File: config.mk
export PLATFORM = sky130hd
export DESIGN_NAME = spi_fl_seq
export DESIGN_NICKNAME = d
export VERILOG_FILES = /design/src/rtl/spi_fl_pkg.sv /design/src/rtl/spi_fl_issue.sv /design/src/rtl/spi_fl_seq.sv
export SDC_FILE = /design/constraint.sdc
export NUM_CORES = 1
export LEC_CHECK = 0
export CAP_MARGIN = 20
export CORE_MARGIN = 8
export CORE_UTILIZATION = 25
export DETAILED_ROUTE_END_ITERATION = 6
export GPL_TIMING_DRIVEN = 1
export PLACE_DENSITY = 0.49
export SKIP_LAST_GASP = 1
export SLEW_MARGIN = 20
export SYNTH_ARGS = -nofsm -noshare
export SYNTH_HDL_FRONTEND = slang
export SYNTH_HIERARCHICAL = 1
export SYNTH_SLANG_ARGS = --single-unit
File: constraint.sdc
create_clock -name clk -period 3.7 [get_ports clk]
set_input_delay 0.74 -clock clk [delete_from_list [all_inputs] [get_ports clk]]
set_output_delay 0.74 -clock clk [all_outputs]
set_load 0.01 [all_outputs]
File: src/rtl/spi_fl_pkg.sv
// Shared definitions for the SPI flash operation sequencer: request ops, flash
// opcodes, master commtype encodings, FSM states and per-phase command lookup.
package spi_fl_pkg;

  typedef enum logic [1:0] {
    OP_READ    = 2'd0,
    OP_PROGRAM = 2'd1,
    OP_ERASE   = 2'd2,
    OP_READ_ID = 2'd3
  } op_t;

  localparam logic [7:0] FL_WREN = 8'h06;
  localparam logic [7:0] FL_READ = 8'h03;
  localparam logic [7:0] FL_PP   = 8'h02;
  localparam logic [7:0] FL_SE   = 8'h20;
  localparam logic [7:0] FL_RDSR = 8'h05;
  localparam logic [7:0] FL_RDID = 8'h9F;

  localparam logic [2:0] CT_CMD       = 3'b000;
  localparam logic [2:0] CT_CMD_RD    = 3'b001;
  localparam logic [2:0] CT_ADDR_WR32 = 3'b010;
  localparam logic [2:0] CT_ADDR_RD   = 3'b011;
  localparam logic [2:0] CT_ADDR      = 3'b100;

  typedef enum logic [3:0] {
    S_IDLE,
    S_WREN_ISSUE,
    S_WREN_WAIT,
    S_OP_ISSUE,
    S_OP_WAIT,
    S_POLL_ISSUE,
    S_POLL_WAIT,
    S_GAP,
    S_DONE
  } state_t;

  typedef struct packed {
    logic [7:0] command;
    logic [2:0] commtype;
    logic [6:0] nmiso_bits;
  } cmd_t;

  function automatic logic is_issue(state_t st);
    return st inside {S_WREN_ISSUE, S_OP_ISSUE, S_POLL_ISSUE};
  endfunction

  function automatic logic is_wait(state_t st);
    return st inside {S_WREN_WAIT, S_OP_WAIT, S_POLL_WAIT};
  endfunction

  // Command fields presented to the master while in a given ISSUE state.
  function automatic cmd_t phase_cmd(state_t st, op_t op);
    cmd_t c;
    c = '{FL_RDSR, CT_CMD_RD, 7'd8};
    if (st == S_WREN_ISSUE) begin
      c = '{FL_WREN, CT_CMD, 7'd0};
    end else if (st == S_OP_ISSUE) begin
      case (op)
        OP_READ:    c = '{FL_READ, CT_ADDR_RD,   7'd32};
        OP_READ_ID: c = '{FL_RDID, CT_CMD_RD,    7'd24};
        OP_PROGRAM: c = '{FL_PP,   CT_ADDR_WR32, 7'd0};
        default:    c = '{FL_SE,   CT_ADDR,      7'd0};
      endcase
    end
    return c;
  endfunction

endpackage

File: src/rtl/spi_fl_issue.sv
// Master handshake unit: waits for tready, emits a one-cycle validflag, then
// reports done together with the master's returned data word.
module spi_fl_issue (
  input  logic        clk,
  input  logic        rst,
  input  logic        i_issue,
  input  logic        i_wait,
  input  logic        i_tready,
  input  logic        i_validflag_out,
  input  logic [31:0] i_data_out,
  output logic        o_validflag,
  output logic        o_launch,
  output logic        o_done,
  output logic [31:0] o_data
);

  logic r_validflag;

  assign o_launch    = i_issue & i_tready;
  assign o_done      = i_wait & i_validflag_out;
  assign o_data      = i_data_out;
  assign o_validflag = r_validflag;

  // The owning FSM leaves ISSUE on the same edge, so this is a single pulse.
  always_ff @(posedge clk or negedge rst) begin
    if (!rst) begin
      r_validflag <= 1'b0;
    end else begin
      // NOTE: sequential state uses non-blocking assignments so every flop samples pre-edge values.
      r_validflag <= o_launch;
    end
  end

endmodule

File: src/rtl/spi_fl_seq.sv
// Flash operation sequencer: expands READ / READ_ID / PROGRAM / ERASE requests
// into WREN, operation and RDSR-polling transactions on spi_master_fl.
module spi_fl_seq
  import spi_fl_pkg::*;
#(
  parameter logic [15:0] POLL_MAX = 16'hFFFF,
  parameter logic [15:0] POLL_GAP = 16'd16
) (
  input  logic        clk,
  input  logic        rst,
  input  logic        req_valid,
  output logic        req_ready,
  input  logic [1:0]  req_op,
  input  logic [23:0] req_addr,
  input  logic [31:0] req_wdata,
  output logic        rsp_valid,
  input  logic        rsp_ready,
  output logic [31:0] rsp_rdata,
  output logic        rsp_err,
  output logic [7:0]  m_command,
  output logic [2:0]  m_commtype,
  output logic [31:0] m_address,
  output logic [31:0] m_data_in,
  output logic [6:0]  m_nmiso_bits,
  output logic        m_validflag,
  input  logic [31:0] m_data_out,
  input  logic        m_validflag_out,
  input  logic        m_tready
);

  state_t      r_state;
  op_t         r_op;
  logic [23:0] r_addr;
  logic [31:0] r_wdata;
  logic [15:0] r_poll_cnt;
  logic [15:0] r_gap_cnt;
  logic        r_req_ready;
  logic        r_rsp_valid;
  logic [31:0] r_rsp_rdata;
  logic        r_rsp_err;
  logic [7:0]  r_m_command;
  logic [2:0]  r_m_commtype;
  logic [31:0] r_m_address;
  logic [31:0] r_m_data_in;
  logic [6:0]  r_m_nmiso;

  state_t      w_next_state;
  logic        w_accept;
  logic        w_launch;
  logic        w_done;
  logic [31:0] w_data;
  logic [15:0] w_poll_inc;
  op_t         w_op_src;
  logic [23:0] w_addr_src;
  logic [31:0] w_wdata_src;
  cmd_t        w_cmd;

  assign w_accept    = req_valid & r_req_ready & (r_state == S_IDLE);
  assign w_poll_inc  = r_poll_cnt + 16'd1;
  // On the accept edge the request fields are not latched yet; use the inputs.
  assign w_op_src    = w_accept ? op_t'(req_op) : r_op;
  assign w_addr_src  = w_accept ? req_addr : r_addr;
  assign w_wdata_src = w_accept ? req_wdata : r_wdata;
  assign w_cmd       = phase_cmd(w_next_state, w_op_src);

  spi_fl_issue u_issue (
    .clk             (clk),
    .rst             (rst),
    .i_issue         (is_issue(r_state)),
    .i_wait          (is_wait(r_state)),
    .i_tready        (m_tready),
    .i_validflag_out (m_validflag_out),
    .i_data_out      (m_data_out),
    .o_validflag     (m_validflag),
    .o_launch        (w_launch),
    .o_done          (w_done),
    .o_data          (w_data)
  );

  always_comb begin
    // NOTE: default first so no path through the case leaves w_next_state unassigned (no latch).
    w_next_state = r_state;
    unique case (r_state)
      S_IDLE: begin
        if (w_accept) begin
          w_next_state = (op_t'(req_op) inside {OP_PROGRAM, OP_ERASE}) ? S_WREN_ISSUE : S_OP_ISSUE;
        end
      end
      S_WREN_ISSUE: if (w_launch) w_next_state = S_WREN_WAIT;
      S_WREN_WAIT:  if (w_done)   w_next_state = S_OP_ISSUE;
      S_OP_ISSUE:   if (w_launch) w_next_state = S_OP_WAIT;
      S_OP_WAIT: begin
        if (w_done) begin
          w_next_state = (r_op inside {OP_READ, OP_READ_ID}) ? S_DONE : S_POLL_ISSUE;
        end
      end
      S_POLL_ISSUE: if (w_launch) w_next_state = S_POLL_WAIT;
      S_POLL_WAIT: begin
        if (w_done) begin
          if (!w_data[0] || (w_poll_inc == POLL_MAX)) w_next_state = S_DONE;
          else                                         w_next_state = S_GAP;
        end
      end
      S_GAP:  if (r_gap_cnt == POLL_GAP - 16'd1) w_next_state = S_POLL_ISSUE;
      S_DONE: if (rsp_ready) w_next_state = S_IDLE;
      default: w_next_state = S_IDLE;
    endcase
  end

  always_ff @(posedge clk or negedge rst) begin
    if (!rst) begin
      r_state      <= S_IDLE;
      r_op         <= OP_READ;
      r_addr       <= '0;
      r_wdata      <= '0;
      r_poll_cnt   <= '0;
      r_gap_cnt    <= '0;
      r_req_ready  <= 1'b0;
      r_rsp_valid  <= 1'b0;
      r_rsp_rdata  <= '0;
      r_rsp_err    <= 1'b0;
      r_m_command  <= '0;
      r_m_commtype <= '0;
      r_m_address  <= '0;
      r_m_data_in  <= '0;
      r_m_nmiso    <= '0;
    end else begin
      r_state     <= w_next_state;
      r_req_ready <= (w_next_state == S_IDLE);
      r_rsp_valid <= (w_next_state == S_DONE);
      r_gap_cnt   <= (r_state == S_GAP) ? r_gap_cnt + 16'd1 : 16'd0;

      if (w_accept) begin
        r_op        <= op_t'(req_op);
        r_addr      <= req_addr;
        r_wdata     <= req_wdata;
        r_poll_cnt  <= '0;
        r_rsp_rdata <= '0;
        r_rsp_err   <= 1'b0;
      end

      if (is_issue(w_next_state)) begin
        r_m_command  <= w_cmd.command;
        r_m_commtype <= w_cmd.commtype;
        r_m_nmiso    <= w_cmd.nmiso_bits;
        r_m_address  <= {8'h00, w_addr_src};
        r_m_data_in  <= (w_next_state == S_OP_ISSUE && w_op_src == OP_PROGRAM) ? w_wdata_src : '0;
      end

      if (r_state == S_OP_WAIT && w_done) begin
        if (r_op == OP_READ)         r_rsp_rdata <= w_data;
        else if (r_op == OP_READ_ID) r_rsp_rdata <= {8'h00, w_data[23:0]};
      end

      if (r_state == S_POLL_WAIT && w_done && w_data[0]) begin
        r_poll_cnt <= w_poll_inc;
        if (w_poll_inc == POLL_MAX) r_rsp_err <= 1'b1;
      end
    end
  end

  assign req_ready    = r_req_ready;
  assign rsp_valid    = r_rsp_valid;
  assign rsp_rdata    = r_rsp_rdata;
  assign rsp_err      = r_rsp_err;
  assign m_command    = r_m_command;
  assign m_commtype   = r_m_commtype;
  assign m_address    = r_m_address;
  assign m_data_in    = r_m_data_in;
  assign m_nmiso_bits = r_m_nmiso;

endmodule

==> out/metrics.yaml <==
powerDensity_nw_per_um2: 721
holdBufCountCts: 0
first_pass_iters: 6
yosysMostFrequentCell: "nand2_1"
power_frac_seq: 0.383
start_util: 0.255
grt_use_total: 0.118
drc: 0
yosysSeqAreaShare: 0.567
yosys-top-cells-count: "nand2_1 (255), dfrtp_1 (194), buf_4 (52)"
finalSetupViolCount: 0
grt_max_degree: 77
reg2reg_depth: 10
regArea_um2: 4850
coreArea_um2: 33600
yosys.area.top_type: "dfrtp_1"
status: "completed"
cp.arrival_ps: 3370
multiInputGateArea_um2: 3130
relSlewSlack: 0.402
cts_tree: "built"
cp_max_fo: 33
synth_cells: 837
vias_per_cell: 4.36
worst_setup_path_start_kind: "flip-flop"
slowest_delay_ps: 570
overflow: 0
fmax_ghz: 0.334
slew_viol_final: 0
antenna_found_initial: 1
p_leak_nw: 5.10
drive_above_1_share: 0.0706
fin_nets: 1098
cts_made_buffers: 17
die_area_um2: 40400
placedCellCount: 1422
yosysWarnings: 6
ir_worst_vdd_v: 0.000393
synth_cell_types: 60
finalNonFillerCells: 1455
path_clk_slew_ps: 80
power_frac_comb: 0.388
synth_area_leaders: "dfrtp_1 (57%), nand2_1 (11%), buf_4 (4.6%)"
cp_slowest_cell: "dfrtp_1"
worstPathCellList: "nor2_1, nor3_1, and2_1, or3b_2, a21oi_1, a2111oi_4, buf_4, a211oi_4, buf_12, a32o_1"
gp_congestion: 0.728
finalCoreUtilization: 0.339
rsz0062_at_grt: "no"
grt_pass1_wl_mm: 38.2
final_hold_viol_count: 0
area_growth_pct: 33.2
clk_latency_ps: 450
vias: 6348
cap_violations: 0
ant_nets: 0
synth_top_area_share: 0.567
avgSynthCellArea_um2: 10.2
worst_slew_pin_slew_ps: 894
critPathRequiredTime_ps: 4070
power_mw: 8.23
finalCritPeriodShare: 0.809
postCtsSetupBuffers: 0
p_clk_frac: 0.229
dieHeight_um: 201
fin_tns_setup_ps: 0
critPathTopFamily: "compound AO/OA/AOI/OAI gates"
fill_cells: 3420
routedWlPerCell_um: 16.6
die_x_um: 201
clk_path_buf_depth: 2
num_rows: 67
crit_type: "flip-flop to flip-flop"
p_int_mw: 5.24
dp_hpwl_mm: 16.5
grt_pass1_vias: 6628
cts-root-buf: "clkbuf_16"
port-buffer-count: 200
synth_top_flop_cell: "dfrtp_1"
power_switching_mw: 2.99
ys_ff_latch: 194
cts.sinks: 194
drt_iter0_drc: 348
switching_share: 0.363
cts_resized: 0
min_path_type: "input pin to asynchronous set/reset pin"
syn_area_um2: 8560
async_flop_share: 1.00
period_needed_ps: 2990
critPathCaptureType: "flip-flop"
worstSetupPathDepth: 10
synth_edf_count: 0
drt-total-wl_mm: 24.1
worst-path-buf-inv: 2
htreeDepth: 4
finalClockSkew_ps: 17.0
ios: 214
-- cell families after synthesis --
logic type      count (synthesis)  share of synthesized area
xor+xnor                       16                     0.0164
simple gates                  372                      0.190
flops                         194                      0.567
other cells                     1                   0.000438
compound gates                113                      0.105
buf+inv                       106                     0.0750
mux                            26                     0.0340
fa+ha+maj                       9                     0.0132
-- per-layer routing --
layer  vias to the layer above  track usage  wire [um]
li1                       3086            -          -
met1                      3079        0.150      11000
met2                       164        0.185      11100
met3                        19       0.0403       1550
met4                         0       0.0423        459
met5                         -            0          0
-- path summary, 6_finish.rpt --
kind	start	endpoint	slack, ps
min in group clk	r_gap_cnt[0]$_DFF_PN0_	r_gap_cnt[0]$_DFF_PN0_	460
max in group asynchronous	rst	r_wdata[25]$_DFF_PN0_	2560
setup reg to reg	r_state[2]$_DFF_PN0_	m_data_in[11]$_DFFE_PN0P_	710
setup / recovery	r_state[2]$_DFF_PN0_	m_data_in[11]$_DFFE_PN0P_	710
hold reg to reg	r_gap_cnt[0]$_DFF_PN0_	r_gap_cnt[0]$_DFF_PN0_	460
hold / removal	rst	rsp_rdata[22]$_DFF_PN0_	300
-- cells in the final DEF, fill, tap and decap left out, types with 3 or more instances in the layout --
| cell | synthesis | routed |
|---|---|---|
| nand2_1 | 255 | 255 |
| conb_1 | 1 | 13 |
| clkinv_8 | 0 | 6 |
| buf_12 | 0 | 5 |
| dfrtp_1 | 194 | 194 |
| inv_1 | 14 | 14 |
| nand3_1 | 40 | 40 |
| nand4_1 | 6 | 6 |
| o21ai_0 | 30 | 30 |
| mux2_1 | 19 | 19 |
| or3_1 | 3 | 3 |
| buf_4 | 52 | 12 |
| and3_1 | 4 | 4 |
| xnor2_1 | 5 | 5 |
| o31ai_1 | 3 | 3 |
| ha_1 | 9 | 9 |
| mux2_2 | 6 | 6 |
| nor2_1 | 28 | 28 |
| nand2b_1 | 4 | 4 |
| nor3_1 | 7 | 7 |
| clkdlybuf4s50_1 | 0 | 199 |
| xor2_1 | 11 | 11 |
| a21oi_1 | 11 | 11 |
| clkbuf_16 | 0 | 17 |
| a32o_1 | 33 | 33 |
| inv_6 | 0 | 5 |
| and2_1 | 7 | 7 |
| a22o_1 | 14 | 14 |
-- cell type report --
cell class	instances	area share
inverter	14	0.00461
clock buffer	17	0.0373
clock inverter	15	0.0163
sequential	194	0.425
multi-input combinational	549	0.274
tap	448	0.0491
timing repair buffer	217	0.192
antenna	1	0.000219
-- power groups by stage --
stage,Sequential (mW),Combinational [mW],Clock [mW]
finish,3.15,3.19,1.89
global route,3.24,3.52,2.06
CTS,3.16,3.28,1.97
detailed placement,3.19,3.26,0
global placement,3.18,3.25,0
floorplan,3.27,1.72,0
-- metrics by stage --
step           setup WS [ps]  area, um^2  hold slack (ps)
2_1_floorplan            920        8610              433
3_3_place_gp             340       10800              453
3_5_place_dp             226       10800              455
4_1_cts                  690       11400              328
5_1_grt                  530       11400              335
6_report                 707       11400              303
-- state kept, by name, indices dropped and copies added, names as in the netlist, 4 cells and up --
register / count
rsp_rdata: 32
m_data_in: 32
r_wdata: 32
m_address: 24
r_addr: 24
m_command: 4
r_state: 4
r_gap_cnt: 16
r_poll_cnt: 16
Note: power is estimated with default switching activity, not from simulation.
